## src/rtl/i2s_pkg.sv

```systemverilog
// Shared constants, the stereo sample type and the slot-to-bit mapping for the I2S
// transmit path. The receiver for the ADC path uses the same package.
package i2s_pkg;

  localparam int SMPL_W   = 24;
  localparam int CNT_W    = 10;
  localparam int MCLK_BIT = 1;
  localparam int SCLK_BIT = 3;
  localparam int LRCK_BIT = 9;
  localparam int SLOT_MSB = 1;
  localparam int SLOT_LSB = 24;
  localparam int SLOT_LO  = 4;
  localparam int SLOT_W   = 5;

  typedef struct packed {
    logic [SMPL_W-1:0] l;
    logic [SMPL_W-1:0] r;
  } stereo_t;

  // Slot 0 is the one-SCLK I2S delay. Slots SLOT_MSB..SLOT_LSB carry MSB..LSB.
  // Every other slot is zero.
  function automatic logic slot_bit(input logic [SMPL_W-1:0] shift,
                                    input logic [SLOT_W-1:0] slot);
    logic b;
    b = 1'b0;
    for (int i = 0; i < SMPL_W; i++) begin
      if (int'(slot) == SLOT_LSB - i) b = shift[i];
    end
    return b;
  endfunction

endpackage

```

## src/rtl/i2s_clkgen.sv

```systemverilog
// Free-running 10-bit frame divider. It produces MCLK, SCLK and LRCK, the frame
// boundary strobes, and the slot and channel of the next cycle. i2s_rx reuses it.
module i2s_clkgen
  import i2s_pkg::*;
(
  input  logic              clk,
  input  logic              rst,
  output logic              mclk_o,
  output logic              sclk_o,
  output logic              lrck_o,
  output logic              boundary_o,
  output logic              boundary_nxt_o,
  output logic              bit_edge_o,
  output logic [SLOT_W-1:0] slot_nxt_o,
  output logic              lr_nxt_o
);

  logic [CNT_W-1:0] cnt_q;
  logic [CNT_W-1:0] cnt_d;

  assign cnt_d = cnt_q + 1'b1;

  // NOTE: sequential state always uses <=, so every flop samples pre-edge values.
  always_ff @(posedge clk) begin
    if (!rst) cnt_q <= '0;
    else      cnt_q <= cnt_d;
  end

  assign mclk_o         = cnt_q[MCLK_BIT];
  assign sclk_o         = cnt_q[SCLK_BIT];
  assign lrck_o         = cnt_q[LRCK_BIT];
  assign boundary_o     = &cnt_q;
  assign boundary_nxt_o = &cnt_d;
  assign bit_edge_o     = &cnt_q[SLOT_LO-1:0];
  assign slot_nxt_o     = cnt_d[SLOT_LO +: SLOT_W];
  assign lr_nxt_o       = cnt_d[LRCK_BIT];

endmodule

```

## src/rtl/i2s_tx.sv

```systemverilog
// Stereo I2S transmitter for the CS4344. On a frame with no new sample it repeats the
// last sample, or sends zeros when I2S_TX_UNDERRUN_MUTE_EN is defined.
module i2s_tx
  import i2s_pkg::*;
(
  input  logic              clk,
  input  logic              rst,
  input  logic [SMPL_W-1:0] din_l,
  input  logic [SMPL_W-1:0] din_r,
  input  logic              din_valid,
  output logic              sample_req,
  output logic              mclk,
  output logic              lrck,
  output logic              sclk,
  output logic              sdout,
  output logic              ovf,
  output logic              unf
);

  logic              boundary;
  logic              boundary_nxt;
  logic              bit_edge;
  logic              lr_nxt;
  logic [SLOT_W-1:0] slot_nxt;

  i2s_clkgen u_clkgen (
    .clk            (clk),
    .rst            (rst),
    .mclk_o         (mclk),
    .sclk_o         (sclk),
    .lrck_o         (lrck),
    .boundary_o     (boundary),
    .boundary_nxt_o (boundary_nxt),
    .bit_edge_o     (bit_edge),
    .slot_nxt_o     (slot_nxt),
    .lr_nxt_o       (lr_nxt)
  );

  stereo_t hold_q, hold_d;
  stereo_t shift_q, shift_d;
  logic    fresh_q, fresh_d;
  logic    ovf_q, ovf_d;
  logic    unf_q, unf_d;
  logic    sdout_q, sdout_d;
  logic    req_q, req_d;

  // NOTE: every signal gets its default first, so no path through this block infers a latch.
  always_comb begin
    hold_d  = hold_q;
    shift_d = shift_q;
    fresh_d = fresh_q;
    ovf_d   = ovf_q;
    unf_d   = unf_q;
    sdout_d = sdout_q;
    req_d   = boundary_nxt;

    if (boundary) begin
      fresh_d = 1'b0;
      if (fresh_q) begin
        shift_d = hold_q;
      end else begin
        unf_d = 1'b1;
`ifdef I2S_TX_UNDERRUN_MUTE_EN
        shift_d = '0;
`else
        shift_d = hold_q;
`endif
      end
    end

    // A strobe on the boundary cycle is placed after the boundary clear, so it stays fresh
    // for the next frame. It does not count as an overrun.
    if (din_valid) begin
      hold_d.l = din_l;
      hold_d.r = din_r;
      fresh_d  = 1'b1;
      if (fresh_q && !boundary) ovf_d = 1'b1;
    end

    if (bit_edge) sdout_d = slot_bit(lr_nxt ? shift_q.r : shift_q.l, slot_nxt);
  end

  always_ff @(posedge clk) begin
    if (!rst) begin
      hold_q  <= '0;
      shift_q <= '0;
      fresh_q <= 1'b0;
      ovf_q   <= 1'b0;
      unf_q   <= 1'b0;
      sdout_q <= 1'b0;
      req_q   <= 1'b0;
    end else begin
      hold_q  <= hold_d;
      shift_q <= shift_d;
      fresh_q <= fresh_d;
      ovf_q   <= ovf_d;
      unf_q   <= unf_d;
      sdout_q <= sdout_d;
      req_q   <= req_d;
    end
  end

  assign sample_req = req_q;
  assign sdout      = sdout_q;
  assign ovf        = ovf_q;
  assign unf        = unf_q;

endmodule
```

## config.mk

```make
export PLATFORM = sky130hd
export DESIGN_NAME = i2s_tx
export DESIGN_NICKNAME = d
export VERILOG_FILES = /design/src/rtl/i2s_pkg.sv /design/src/rtl/i2s_clkgen.sv /design/src/rtl/i2s_tx.sv
export SDC_FILE = /design/constraint.sdc
export NUM_CORES = 1
export LEC_CHECK = 0
export BUFFER_PORTS_ARGS = -buffer_cell sky130_fd_sc_hd__buf_2
export CORE_UTILIZATION = 58
export CTS_CLUSTER_SIZE = 14
export DETAILED_ROUTE_END_ITERATION = 16
export HOLD_SLACK_MARGIN = 0.12
export PLACE_DENSITY_LB_ADDON = 0.2
export SYNTH_ARGS = -nofsm -noshare
export SYNTH_HDL_FRONTEND = slang
export SYNTH_SLANG_ARGS = --single-unit
```

## constraint.sdc

```tcl
create_clock -name clk -period 3.4 [get_ports clk]
set_input_delay 0.34 -clock clk [delete_from_list [all_inputs] [get_ports clk]]
set_output_delay 0.34 -clock clk [all_outputs]
set_load 0.1 [all_outputs]
```

==> Yosys cells after proc, flatten, opt, wreduce, memory -nomap -nowiden <==
Index checks and enable logic that the tools add are counted.
{ "word_totals": {"latch_bits": 0, "regBits": 111, "out_inout_bits": 7, "inputBits": 51, "mem_count": 0, "mem_bits_ro": 0, "ramBits": 0} }
{ "classes": {"reduce_logical": 8, "n_div": 0, "mux": 27, "n_addsub": 1, "bitwise": 1, "eq_ne": 24, "n_mul": 0, "order_cmp": 0, "shifts": 0} }
{ "ops": {"columns": ["operator", "n"], "rows": [
  ["$eq 5x5->1 const B", 16],
  ["$mux 1", 26],
  ["$eq 5x4->1 const B", 5],
  ["$mux 24", 1],
  ["$reduce_and 10->1", 2],
  ["$reduce_and 11->1", 1],
  ["$add 10x1->10 const B", 1],
  ["$eq 5x3->1 const B", 2],
  ["$eq 5x2->1 const B", 1],
  ["$reduce_and 4->1", 1],
  ["$reduce_and 2->1", 1],
  ["$reduce_bool 2->1", 1],
  ["$logic_and 1x1->1", 1],
  ["$logic_not 1->1", 1],
  ["$not 1->1", 1]
]} }

==> Logic depth before layout (Yosys ltp) <==
{ "depth": {"word_depth": 26, "mapped_depth": 11, "mapped_depth_nobuf": 10} }

==> Modules after synthesis <==
Synthesis repeated with hierarchy kept, for this count alone.
{ "hier_totals": {"cells_unflattened": 476, "area_unflattened_um2": 4949.7} }
{ "by_module_without_submodules": {"columns": ["mod", "cells_each", "seq_area_each_um2", "area_each_um2", "instances"], "rows": [
  ["i2s_tx", 417, 2021.9, 4400.5, 1],
  ["i2s_clkgen", 59, 200.2, 549.3, 1]
]} }

==> Least setup slack after synthesis <==
No wires, ideal clock.
{ "synth_timing": {"path_kind": "register -> register", "from": "register u_clkgen.cnt_q[1]", "to": "register sdout_q (netlist: sdout)", "path_slack_ps": 139, "arrival_time_ps": 3142, "path_stages_with_launch": 11, "path_cell_list": "dfxtp_1 > ha_1 > and4_2 > a21boi_1 > o211ai_1 > nor2_1 > a211oi_1 > o211a_1 > o211ai_2 > a211oi_2 > o2bb2ai_2"} }
{ "synth_between": {"elab_chain_len": 26, "word_cells_on_any_way": 51, "cone_classes": "1 x add/sub; 24 x eq/ne; 25 x mux; 1 x reduce/logical"} }
{ "synth_lines": {"columns": ["item", "line", "source"], "rows": [
  ["start: declaration", "i2s_clkgen.sv:18", "logic [CNT_W-1:0] cnt_q;"],
  ["start signal: assignment", "i2s_clkgen.sv:26", "else cnt_q <= cnt_d;"],
  ["$add 10x1->10", "i2s_clkgen.sv:21", "assign cnt_d = cnt_q + 1'b1;"],
  ["$eq 5x4->1 / $mux 24 (equally long branches)", "i2s_pkg.sv:27, i2s_tx.sv:80", null],
  ["$mux 1 (24 in series)", "i2s_pkg.sv:27", "if (int'(slot) == SLOT_LSB - i) b = shift[i];"],
  ["end signal: assignment", "i2s_tx.sv:98", "sdout_q <= sdout_d;"],
  ["end: declaration", "i2s_tx.sv:44", "logic sdout_q, sdout_d;"]
]} }
Parallel ways exist; a longest one is shown, timed or not.
A chain may end at the register's enable or synchronous reset.

==> Worst setup path after layout <==
{ "layout_timing": {"from": "register u_clkgen.cnt_q[0]", "to": "register sdout_q (netlist: sdout)"} }
Same word-level chain as after synthesis.

==> qor.csv <==
metric,value,unit
first_iter_violations,164,
cts.sinks,111,
outcome,finished clean,
synth_edf_count,0,
grt_start_max_net_pins,65,
layout_commonest_cell,nand2_1,
cap_violations,0,
cp-end-kind,flip-flop,
ioPinCount,58,
grt_pass1_vias,3500,
ys_seq_area_share,44.9,%
place_congestion,0.908,
hp-class,in2reg,
path_max_fanout,10,
htreeDepth,3,
final_cell_mix,"nand2_1, dfxtp_1, mux2i_1",
dieArea,8900,µm²
place_area,5300,µm²
finalCriticalPeriod,2.98,ns
synth.avg_cell_area,9.08,µm²
ctsResizeCount,0,
worst_pin_slew,0.841,ns
start_util,60.2,%
worst_skew_pair.late_latency,0.36,ns
hold_viol_final,0,
num_vias,3775,
syn_to_final_growth,10.7,%
num-nets-final,640,
cts_tree,done,
ir_worst_vdd,0.000307,V
final_area,5470,µm²
postSynthCellCount,545,
drtPass1Iterations,4,
p_leak,2.08,nW
synthArstFlopShare,0,%
p_per_area,411,nW/µm²
yosysUniqueCellTypes,54,
gr-total-overflow,0,
ys_ff_latch,111,
rows,33,
cp-endpoint,sdout,
path_clk_slew,0.11,ns
crit_arrival,3.25,ns
fin_cells,697,
r2r_setup_slack,0.42,ns
cts-hold-fix-buffers,0,
grt_pass1_wl,17100,µm
max-slew-margin-rel,43.7,%
final_max_slew_viol_count,0,
hpwl,7480,µm
viasPerCell,5.42,
crit_start,u_clkgen.cnt_q[0],
grt_usage,24.7,%
cts_buffers,9,
wire_per_inst,15.0,µm
rsz0062_at_grt,false,
place_inst,681,
crit_type,reg2reg,
fin_crit_sh,87.8,%
die_h,94.3,µm
drive_above_1_share,16.6,%
netlist_area,4950,µm²
crit_required,3.66,ns
ys_warn_count,0,
synth_flop_cell,dfxtp_1,
setup_tns,0,ns
startpoint_type,flip-flop,
root_buffer,clkbuf_8,
finalSetupViolCount,0,
fillerInstances,714,
clock_path_buffers,2,
synth_nets,598,
core,8220,µm²
fmax,0.335,GHz
n_antenna_cell,0,
holdWs,0.224,ns
total_power,0.00225,W
io_buffers,57,
ant_nets,0,
detail_route.wirelength,10500,µm
cts_setup_buffers,0,
r2r-end,sdout,
antenna_found_initial,0,
fin_skew,0.0124,ns
r2r_start,u_clkgen.cnt_q[0],
die_x,94.3,µm
drc,0,
reg2regPathDepth,10,
-- cells in the mapped netlist (2+ instances only) --
library cell / n / area share [%]
a31oi_1: 5 / 0.63
nor2_1: 14 / 1.1
nand2_1: 122 / 9.3
or3_1: 2 / 0.25
or2_2: 3 / 0.38
clkbuf_1: 27 / 2.0
buf_2: 2 / 0.20
ha_1: 2 / 0.51
a21boi_0: 48 / 7.3
nor2b_1: 55 / 7.0
dfxtp_1: 111 / 45
nor3_1: 8 / 0.81
a221oi_1: 2 / 0.35
o21a_1: 4 / 0.61
a21oi_1: 4 / 0.40
o32a_1: 3 / 0.61
buf_4: 2 / 0.30
a211oi_1: 4 / 0.61
xor2_1: 3 / 0.53
and2_1: 5 / 0.63
xnor2_1: 4 / 0.71
o21ai_0: 7 / 0.71
nand3_1: 3 / 0.30
o211ai_1: 3 / 0.46
inv_1: 3 / 0.23
o22ai_1: 5 / 0.63
mux2i_1: 63 / 13
buf_1: 5 / 0.38
-- through the flow --
| step | worst slack, ns | util (%) |
|---|---|---|
| after floorplan | 0.139 | - |
| after global placement | 0.547 | 64.4 |
| after detailed placement | 0.445 | 64.4 |
| after CTS | 0.442 | 66.6 |
| after global routing | 0.178 | 66.6 |
| final | 0.416 | 66.6 |
-- worst max-delay path, cell delays in order, from the launching register on --
cell,delay (ns)
dfxtp_1,0.43
ha_1,0.31
and4_2,0.31
a21boi_1,0.11
o211ai_1,0.72
nor2_1,0.14
a211oi_1,0.27
o211a_1,0.21
o211ai_2,0.08
a211oi_2,0.22
o2bb2ai_2,0.06
-- metal layers --
metal | vias to the layer above | GRT usage [%] | part of all wire (%)
met5 | - | 0 | 0
met4 | 0 | 7.05 | 1.3
met3 | 12 | 3.78 | 2.9
met2 | 64 | 39.4 | 45
met1 | 1762 | 34.6 | 51
li1 | 1937 | - | -
-- registers in the layout (all words and copies together) (netlist names) --
register and cells:
unf 1, sdout 1, u_clkgen.cnt_q 10, fresh_q 1, shift_q 48, sample_req 1, ovf 1, hold_q 48
-- how the worst min path moves through the flow --
stage | start | end | slack (ns) | cells past startpoint
after floorplan | hold_q[10] | shift_q[10] | 0.44 | 2
after global placement | unf | unf | 0.45 | 1
after detailed placement | shift_q[37] | shift_q[37] | 0.46 | 2
after CTS | din_r[0] | hold_q[0] | 0.22 | 3
after global routing | din_l[5] | hold_q[29] | 0.22 | 3
final | din_l[5] | hold_q[29] | 0.22 | 3
-- power by group --
part           switching, W  internal [W]
Clock              0.000453      0.000279
Combinational     0.0000776     0.0000776
Sequential        0.0000230       0.00134
-- cells by family (layout without fill, tap and decap cells) --
logic type      Yosys count  in the layout  synth area share [%]
simple gates            223            223                  21.9
compound gates           99             99                  15.2
mux                      63             63                  12.7
fa+ha+maj                 2              2                 0.506
xor+xnor                  8              8                  1.57
flops                   111            111                  44.9
buf+inv                  39             86                  3.16
-- cell type report --
type | instances | area, µm² | area share [%]
multi-input cells | 395 | 2570 | 46.9
flip-flops and latches | 111 | 2220 | 40.6
repair buffers | 67 | 360 | 6.58
well taps | 105 | 131 | 2.40
clock buffers | 10 | 128 | 2.33
clock inverters | 6 | 51.3 | 0.937
inverters | 3 | 11.3 | 0.206
Note: power is estimated with default switching activity, not from simulation.
